--- src/rtl/multicycle_alu.sv ---
// Handshaked RV32IM-style execution unit: single-cycle logic ops, iterative shift-add multiply
// and restoring divide. The divider is only built when MULTICYCLE_ALU_DIV_EN is defined.
module multicycle_alu #(
  parameter int DATA_WIDTH    = 32,
  parameter int OPCODE_LENGTH = 5
) (
  input  logic                     clk,
  input  logic                     reset,
  input  logic                     in_valid,
  output logic                     in_ready,
  input  logic [DATA_WIDTH-1:0]    SrcA,
  input  logic [DATA_WIDTH-1:0]    SrcB,
  input  logic [OPCODE_LENGTH-1:0] Operation,
  output logic                     out_valid,
  input  logic                     out_ready,
  output logic [DATA_WIDTH-1:0]    ALUResult
);
  localparam int W  = DATA_WIDTH;
  localparam int SW = $clog2(DATA_WIDTH);

  typedef logic [OPCODE_LENGTH-1:0] op_t;
  localparam op_t OP_AND   = op_t'(0);
  localparam op_t OP_SUB   = op_t'(1);
  localparam op_t OP_ADD   = op_t'(2);
  localparam op_t OP_OR    = op_t'(3);
  localparam op_t OP_XOR   = op_t'(4);
  localparam op_t OP_SLL   = op_t'(5);
  localparam op_t OP_SRL   = op_t'(6);
  localparam op_t OP_SRA   = op_t'(7);
  localparam op_t OP_EQ    = op_t'(8);
  localparam op_t OP_SLT   = op_t'(9);
  localparam op_t OP_SLTU  = op_t'(10);
  localparam op_t OP_MUL   = op_t'(11);
  localparam op_t OP_MULH  = op_t'(12);
  localparam op_t OP_MULHU = op_t'(13);
`ifdef MULTICYCLE_ALU_DIV_EN
  localparam op_t OP_DIV   = op_t'(14);
  localparam op_t OP_DIVU  = op_t'(15);
  localparam op_t OP_REM   = op_t'(16);
  localparam op_t OP_REMU  = op_t'(17);
`endif

  typedef enum logic [2:0] {
    IDLE, MUL, FIX, DONE
`ifdef MULTICYCLE_ALU_DIV_EN
    , DIV
`endif
  } state_t;

  state_t         state, state_n, dest;
  logic [SW-1:0]  cnt;
  op_t            op_q;
  logic [2*W-1:0] acc;
  logic [W-1:0]   mc;
  logic           neg_q;
  logic           accept, is_mul, iter, last_iter, sgn_op, a_neg, b_neg;
  logic [2*W-1:0] prod_c;
  logic [W-1:0]   fix_res;
`ifdef MULTICYCLE_ALU_DIV_EN
  logic           is_div, neg_r, bz;
  logic [W-1:0]   opa;
`endif

  function automatic logic [W-1:0] simple_op(input op_t op, input logic [W-1:0] a, input logic [W-1:0] b);
    logic signed [W-1:0] as, bs;
    logic [SW-1:0]       sh;
    as = a;
    bs = b;
    sh = b[SW-1:0];
    case (op)
      OP_AND:  simple_op = a & b;
      OP_SUB:  simple_op = a - b;
      OP_ADD:  simple_op = a + b;
      OP_OR:   simple_op = a | b;
      OP_XOR:  simple_op = a ^ b;
      OP_SLL:  simple_op = a << sh;
      OP_SRL:  simple_op = a >> sh;
      OP_SRA:  simple_op = as >>> sh;
      OP_EQ:   simple_op = W'(a == b);
      OP_SLT:  simple_op = W'(as < bs);
      OP_SLTU: simple_op = W'(a < b);
      default: simple_op = W'(1);
    endcase
  endfunction

  function automatic logic [W-1:0] cneg(input logic [W-1:0] x, input logic n);
    cneg = n ? -x : x;
  endfunction

  function automatic logic [2*W-1:0] cneg2(input logic [2*W-1:0] x, input logic n);
    cneg2 = n ? -x : x;
  endfunction

  // {high accumulator, multiplier}: add multiplicand when the current multiplier bit is set, shift right.
  function automatic logic [2*W-1:0] mul_step(input logic [2*W-1:0] p, input logic [W-1:0] m);
    logic [W:0] s;
    s = {1'b0, p[2*W-1:W]} + (p[0] ? {1'b0, m} : {(W+1){1'b0}});
    mul_step = {s, p[W-1:1]};
  endfunction

`ifdef MULTICYCLE_ALU_DIV_EN
  // {partial remainder, dividend/quotient}: shift in the next dividend bit, keep the difference if non-negative.
  function automatic logic [2*W-1:0] div_step(input logic [2*W-1:0] p, input logic [W-1:0] m);
    logic [W:0] sh, df;
    sh = {p[2*W-1:W], p[W-1]};
    df = sh - {1'b0, m};
    if (!df[W]) div_step = {df[W-1:0], p[W-2:0], 1'b1};
    else        div_step = {sh[W-1:0], p[W-2:0], 1'b0};
  endfunction
`endif

  assign in_ready  = (state == IDLE) || (state == DONE && out_ready);
  assign accept    = in_valid && in_ready;
  assign out_valid = (state == DONE);
  assign is_mul    = (Operation == OP_MUL) || (Operation == OP_MULH) || (Operation == OP_MULHU);
`ifdef MULTICYCLE_ALU_DIV_EN
  assign is_div    = (Operation == OP_DIV) || (Operation == OP_DIVU) ||
                     (Operation == OP_REM) || (Operation == OP_REMU);
  assign iter      = (state == MUL) || (state == DIV);
  assign sgn_op    = (Operation == OP_MULH) || (Operation == OP_DIV) || (Operation == OP_REM);
`else
  assign iter      = (state == MUL);
  assign sgn_op    = (Operation == OP_MULH);
`endif
  assign last_iter = iter && (cnt == SW'(W - 1));
  assign a_neg     = sgn_op && SrcA[W-1];
  assign b_neg     = sgn_op && SrcB[W-1];

  always_comb begin
    dest = DONE;
    if (is_mul) dest = MUL;
`ifdef MULTICYCLE_ALU_DIV_EN
    else if (is_div) dest = DIV;
`endif
  end

  always_comb begin
    state_n = state;
    case (state)
      IDLE:    if (accept) state_n = dest;
      MUL:     if (last_iter) state_n = FIX;
`ifdef MULTICYCLE_ALU_DIV_EN
      DIV:     if (last_iter) state_n = FIX;
`endif
      FIX:     state_n = DONE;
      DONE:    if (accept) state_n = dest;
               else if (out_ready) state_n = IDLE;
      default: state_n = IDLE;
    endcase
  end

  always_ff @(posedge clk) begin
    if (reset) state <= IDLE;
    else       state <= state_n;
  end

  always_ff @(posedge clk) begin
    if (reset)     cnt <= '0;
    else if (iter) cnt <= last_iter ? '0 : cnt + SW'(1);
    else           cnt <= '0;
  end

  // Operand capture and iteration datapath; operands are stored as magnitudes, signs fixed up at FIX.
  always_ff @(posedge clk) begin
    if (accept) op_q <= Operation;
    if (accept && is_mul) begin
      acc   <= {{W{1'b0}}, cneg(SrcB, b_neg)};
      mc    <= cneg(SrcA, a_neg);
      neg_q <= a_neg ^ b_neg;
    end
`ifdef MULTICYCLE_ALU_DIV_EN
    else if (accept && is_div) begin
      acc   <= {{W{1'b0}}, cneg(SrcA, a_neg)};
      mc    <= cneg(SrcB, b_neg);
      neg_q <= a_neg ^ b_neg;
      neg_r <= a_neg;
      bz    <= (SrcB == '0);
      opa   <= SrcA;
    end
    else if (state == DIV) acc <= div_step(acc, mc);
`endif
    else if (state == MUL) acc <= mul_step(acc, mc);
  end

  always_comb begin
    fix_res = '0;
    prod_c  = cneg2(acc, neg_q);
    case (op_q)
      OP_MUL:   fix_res = prod_c[W-1:0];
      OP_MULH:  fix_res = prod_c[2*W-1:W];
      OP_MULHU: fix_res = acc[2*W-1:W];
`ifdef MULTICYCLE_ALU_DIV_EN
      OP_DIV:   fix_res = bz ? '1  : cneg(acc[W-1:0], neg_q);
      OP_DIVU:  fix_res = bz ? '1  : acc[W-1:0];
      OP_REM:   fix_res = bz ? opa : cneg(acc[2*W-1:W], neg_r);
      OP_REMU:  fix_res = bz ? opa : acc[2*W-1:W];
`endif
      default:  fix_res = '0;
    endcase
  end

  always_ff @(posedge clk) begin
    if (reset)                       ALUResult <= '0;
    else if (accept && dest == DONE) ALUResult <= simple_op(Operation, SrcA, SrcB);
    else if (state == FIX)           ALUResult <= fix_res;
  end
endmodule

--- config.mk ---
export PLATFORM = sky130hd
export DESIGN_NAME = multicycle_alu
export DESIGN_NICKNAME = d
export VERILOG_FILES = /design/src/rtl/multicycle_alu.sv
export SDC_FILE = /design/constraint.sdc
export NUM_CORES = 1
export LEC_CHECK = 0
export ABC_AREA = 1
export ABC_CLOCK_PERIOD_IN_PS = 6280
export CORE_MARGIN = 8
export CORE_UTILIZATION = 30
export CTS_CLUSTER_SIZE = 24
export DETAILED_ROUTE_END_ITERATION = 8
export PLACE_DENSITY = 0.47
export SKIP_LAST_GASP = 1
export SLEW_MARGIN = 20
export SYNTH_ARGS = -nofsm -noshare
export SYNTH_HDL_FRONTEND = slang
export SYNTH_SLANG_ARGS = --single-unit
--- constraint.sdc ---
create_clock -name clk -period 6.28 [get_ports clk]
set_input_delay 1.256 -clock clk [delete_from_list [all_inputs] [get_ports clk]]
set_output_delay 1.256 -clock clk [all_outputs]
set_load 0.1 [all_outputs]
* Yosys cells after proc, flatten, opt, wreduce, memory -nomap -nowiden
Index checks and enable logic that the tools add are counted.
** Word-level totals
- Output and inout bits :: 34
- Bits of input ports :: 73
- Logic and storage cells :: 82
- Register bits after elaboration :: 142
** Cells by class
- Add/subtract/negate cells :: 7
- Equal/unequal tests :: 25
- Shift-type cells :: 3
- Reduce and logical (&&, ||, !) cells :: 16
- Bitwise gates (word level) :: 5
- Order comparisons :: 2
- Multiplexer cells :: 16
** Operator list (count)
- 32-bit one-hot mux with 11 select lines :: 1
- 32-bit two-way mux :: 7
- 32-bit one-hot mux with 3 select lines :: 1
- 32-bit less-than comparator :: 2
- 64-bit two-way mux :: 1
- 32-bit negator :: 2
- 64-bit negator :: 1
- 5-bit by 4-bit equality test with 1-bit output, second input constant :: 9
- 32-bit by 32-bit adder with 33-bit output :: 1
- 32-bit adder :: 1
- 32-bit bitwise AND :: 1
- 32-bit equality test :: 1
- 32-bit OR :: 1
- 32-bit by 5-bit left shift with 32-bit output :: 1
- 32-bit by 5-bit >> shifter with 32-bit output :: 1
- 32-bit by 5-bit >>> shifter with 32-bit output :: 1
- 32-bit subtractor :: 1
- 32-bit bitwise XOR :: 1
- 5-bit by 3-bit equality test with 1-bit output, second input constant :: 4
- 3-bit two-way mux :: 4
- 3-bit one-hot mux with 4 select lines :: 1
- 5-bit by 2-bit equality test with 1-bit output, second input constant :: 2
- 3-bit by 2-bit equality test with 1-bit output, second input constant :: 3
- 1-bit logical AND :: 7
- 16 further kinds :: 19

* Depth between registers and ports, before layout
- Word-level depth :: 7
- Depth in mapped cells :: 22

* Least setup slack after synthesis
OpenSTA, ideal clock, no wires.
- Kind :: input-to-reg
- Start :: input port out_ready
- End :: register acc[0], enable pin
- Stages on the path :: 10
- Slack :: 1901 ps
- Buffers on the path :: 2
- Arrival :: 3990 ps
- Cells stage by stage :: inv_1 nor2_1 inv_1 o21ai_1 nand2_1 nor2_2 inv_2 buf_2 buf_2 nand2_1
** Between the ends
- Word-level cells in the longest chain between the ends :: 5
** RTL lines
- from (decl) :: RTL line 15 : input logic out_ready,
- 1-bit logical AND :: RTL line 112 : assign in_ready = (state == IDLE) || (state == DONE && out_ready);
- 1-bit logical OR :: RTL line 112
- named net in_ready :: RTL line 10 : output logic in_ready,
- 1-bit logical AND :: RTL line 113 : assign accept = in_valid && in_ready;
- 1-bit logical AND :: RTL line 166 : if (accept && is_mul) begin
- 2-bit nonzero test (no source line)
- to (signal assigned) :: RTL line 167 : acc <= {{W{1'b0}}, cneg(SrcB, b_neg)};
- to (signal assigned) :: RTL line 182 : else if (state == MUL) acc <= mul_step(acc, mc);
- to (decl) :: RTL line 53 : logic [2*W-1:0] acc;
The timed path passes the listed nets, and every way through them passes these cells.
A chain may end at the register's enable or synchronous reset.

* Worst setup path after layout
- Start :: input port out_ready
- End :: output port in_ready
** Between the ends
- Word-level cells in the longest chain between the ends :: 2
** RTL lines (RTL line)
- 1-bit logical AND :: 112
- 1-bit logical OR :: 112
- to (decl) :: 10
Every way passes these cells.

==> out/summary.log <==
INFO  timing         fin_ws=1.805ns
INFO  place          post-place-ws=1.580ns
INFO  floorplanning  num_rows=99
INFO  floorplanning  die_w=285.8um
INFO  grt            grt_antenna_before_repair=4
INFO  clock_tree     cts-root-buf=sky130_fd_sc_hd__clkbuf_16
INFO  timing         max_slew.worst_pin.slew=1.150ns
INFO  synth          yosys-top-cells-area=sky130_fd_sc_hd__nand2_1, sky130_fd_sc_hd__nand3_1, sky130_fd_sc_hd__edfxtp_1, sky130_fd_sc_hd__inv_1, sky130_fd_sc_hd__ha_1
INFO  synth          seq_area_frac_synth=16.14%
INFO  grt            global_route.overflow_total=0
INFO  timing         worst_slew_margin_rel=23.27%
INFO  timing         finalMaxSlewViolations=0
INFO  final_layout   insertedDiodeCount=0
INFO  detailed_routing postRouteAntennaNets=0
INFO  timing         fin_hold_ws=0.4537ns
INFO  floorplanning  starting_density_of_the_core=30.13%
INFO  timing         finalCritPeriodShare=71.26%
INFO  grt            wire_length_of_the_first_global_routing_pass=171,800um
INFO  timing         hold_viol=0
INFO  timing         totalNegativeSetupSlack=0ns
INFO  timing         fin_skew=0.01384ns
INFO  final_layout   share_of_cells_above_drive_strength_1=3.714%
INFO  synth          synth_cell_count_leaders=sky130_fd_sc_hd__nand2_1, sky130_fd_sc_hd__nand3_1, sky130_fd_sc_hd__inv_1
INFO  timing         max_clock_freq=223.5MHz
INFO  detailed_routing drt-vias-per-instance=5.448
INFO  critical_path  endpoint_kind=output port
INFO  synth          yosys_register_bits=141
INFO  synth          synthDominantCellAreaShare=21.08%
INFO  synth          async_reset_ff_share=0%
INFO  place          port_buffers=106
INFO  synth          post_synth.cell_area_avg=5.492squm
INFO  power          power_leakage=11.98nW
INFO  synth          synth_enable_flop_cells=70
INFO  run_status     status=complete, no violations
INFO  place          dp.final_hpwl=99,290um
INFO  clock_tree     cts_buffer_depth=2
INFO  floorplanning  fp.coreArea=72,460squm
INFO  power          peakVddDrop=201.5uV
INFO  final_layout   layout.nets=4,209
INFO  clock_tree     htree_levels=4
INFO  synth          yosysMostFrequentCell=sky130_fd_sc_hd__nand2_1
INFO  timing         grt_setup_unrepaired=no
INFO  clock_tree     cts_hold_buf=0
INFO  final_layout   area_delta_synth_final=11.60%
INFO  timing         finalCriticalPeriod=4.475ns
INFO  grt            gr-usage-all-layers=28.12%
INFO  clock_tree     cts.clk_slew.worst_paths=0.08ns
INFO  clock_tree     worstSkewPairLatency=0.46ns
INFO  synth          netlist_area=21,830squm
INFO  synth          postSynth.topFlopCell=sky130_fd_sc_hd__dfxtp_1
INFO  power          power_dens_cells=248.6nW/um^2
INFO  grt            grt_max_degree=58
INFO  synth          synth_fp_nets=4,185
INFO  detailed_routing drt_iter0_markers=2,924
INFO  critical_path  critPathRequiredTime=5.02ns
INFO  detailed_routing wl=119,900um
INFO  synth          netlist-cell-type-count=57
INFO  place          finalWeightedCongestion=1.050
INFO  min_path       worstHoldPathType=reg -> reg
INFO  detailed_routing detail_route.drc_violations=0
INFO  floorplanning  io_pins=107
INFO  critical_path  cp_data_arrival_time=3.22ns
INFO  synth          synthesis.yosys.warnings=0
INFO  critical_path  cp-start-kind=input port
INFO  clock_tree     cts_tree=built
INFO  clock_tree     cts_buf_count=17
INFO  critical_path  timing.setup.critical_path_class=in -> out
INFO  synth          yosys.area.top_type=sky130_fd_sc_hd__nand2_1
INFO  timing         report.final.setup_viol=0
INFO  clock_tree     clock_sink_count=141
INFO  clock_tree     ctsResizeCount=0
INFO  grt            first_global_vias=25,330
INFO  floorplanning  floorplan.die.height=285.8um
INFO  critical_path  critical_path_peak_fanout=2
INFO  synth          synthesis.instances=3,975
INFO  power          design_power_total=6.056mW
INFO  detailed_routing routed-via-count=27,080
INFO  detailed_routing drtPass1Iterations=6
INFO  clock_tree     post_cts.repair.setup_buffers=0
INFO  detailed_routing detail_route.wl_per_cell=24.12um
INFO  flow_run       drv_cap=0
INFO  floorplanning  area_enclosed_by_the_die_boundary=81,660squm
area by class of cell:
class	count	area [sq um]
clock inverters	15	186.4
inverters	519	1951
fillers	8445	48100
repair buffers	158	1454
flip-flops and latches	141	3523
clock buffers	17	425.4
multi-input cells	3162	15620
well taps	959	1200
kinds of logic after synthesis:
kind of cell / after synthesis / share of synthesized area, %
compound gates: 554 / 13.77
xor+xnor: 81 / 3.250
fa+ha+maj: 137 / 7.955
buf+inv: 672 / 12.40
flops: 141 / 16.14
simple gates: 2390 / 46.49
sequential cells by signal, summed over array words and instances, names as in the netlist:
name	cells
acc	64
op_q	5
cnt	5
ALUResult	32
state	2
neg_q	1
mc	32
cells in the final DEF (no fill, tap or decap), drive strengths merged, types with 40 or more instances in the layout:
cell           count
nand2           1232
buf               54
nand3            575
xor2              75
nor2             457
a21oi            205
ha               134
edfxtp            70
inv              524
dfxtp             71
o21ai            252
clkdlybuf4s50    104
nand4             58
nor3              40
layer usage:
metal | vias up | global-route usage [%] | share of wire (%)
met4 | 0 | 17.34 | 7.2
met5 | - | 0 | 0
li1 | 12950 | - | -
met1 | 12540 | 36.75 | 42
met2 | 1340 | 44.75 | 44
met3 | 249 | 2.333 | 6.5
critical path: stages:
cell,delay (ns)
sky130_fd_sc_hd__clkdlybuf4s50_1,0.48
sky130_fd_sc_hd__inv_1,0.04
sky130_fd_sc_hd__nor2_1,0.12
sky130_fd_sc_hd__inv_1,0.05
sky130_fd_sc_hd__o21ai_1,0.10
sky130_fd_sc_hd__clkdlybuf4s50_1,1.17
through the flow:
stage	util [%]	cell area, sq um	std cells
global placement	32.78	23750	4939
CTS	33.62	24360	4971
global route	33.62	24360	4971
finish	33.62	24360	4971
floorplan	-	21830	3975
detailed placement	32.78	23750	4939
report_power, final:
group / switching (mW) / leakage (nW) / internal [mW] / total [mW]
clock network: 0.524 / 0.297 / 0.541 / 1.07
logic: 2.45 / 10.4 / 0.949 / 3.40
registers: 0.393 / 1.24 / 1.20 / 1.59
total: 3.37 / 12.0 / 2.69 / 6.06
path summary, 6_finish.rpt:
path | startpoint | to | slack, ns | depth (start not counted)
worst min register to register | cnt[0]$_SDFF_PP0_ | cnt[0]$_SDFF_PP0_ | 0.45 | 1
worst min-delay path | cnt[0]$_SDFF_PP0_ | cnt[0]$_SDFF_PP0_ | 0.45 | 1
worst max-delay path | out_ready | in_ready | 1.80 | 6
worst max register to register | acc[0]$_DFFE_PP_ | acc[47]$_SDFFE_PP0P_ | 2.92 | 21
(Power assumes the default switching activity.)
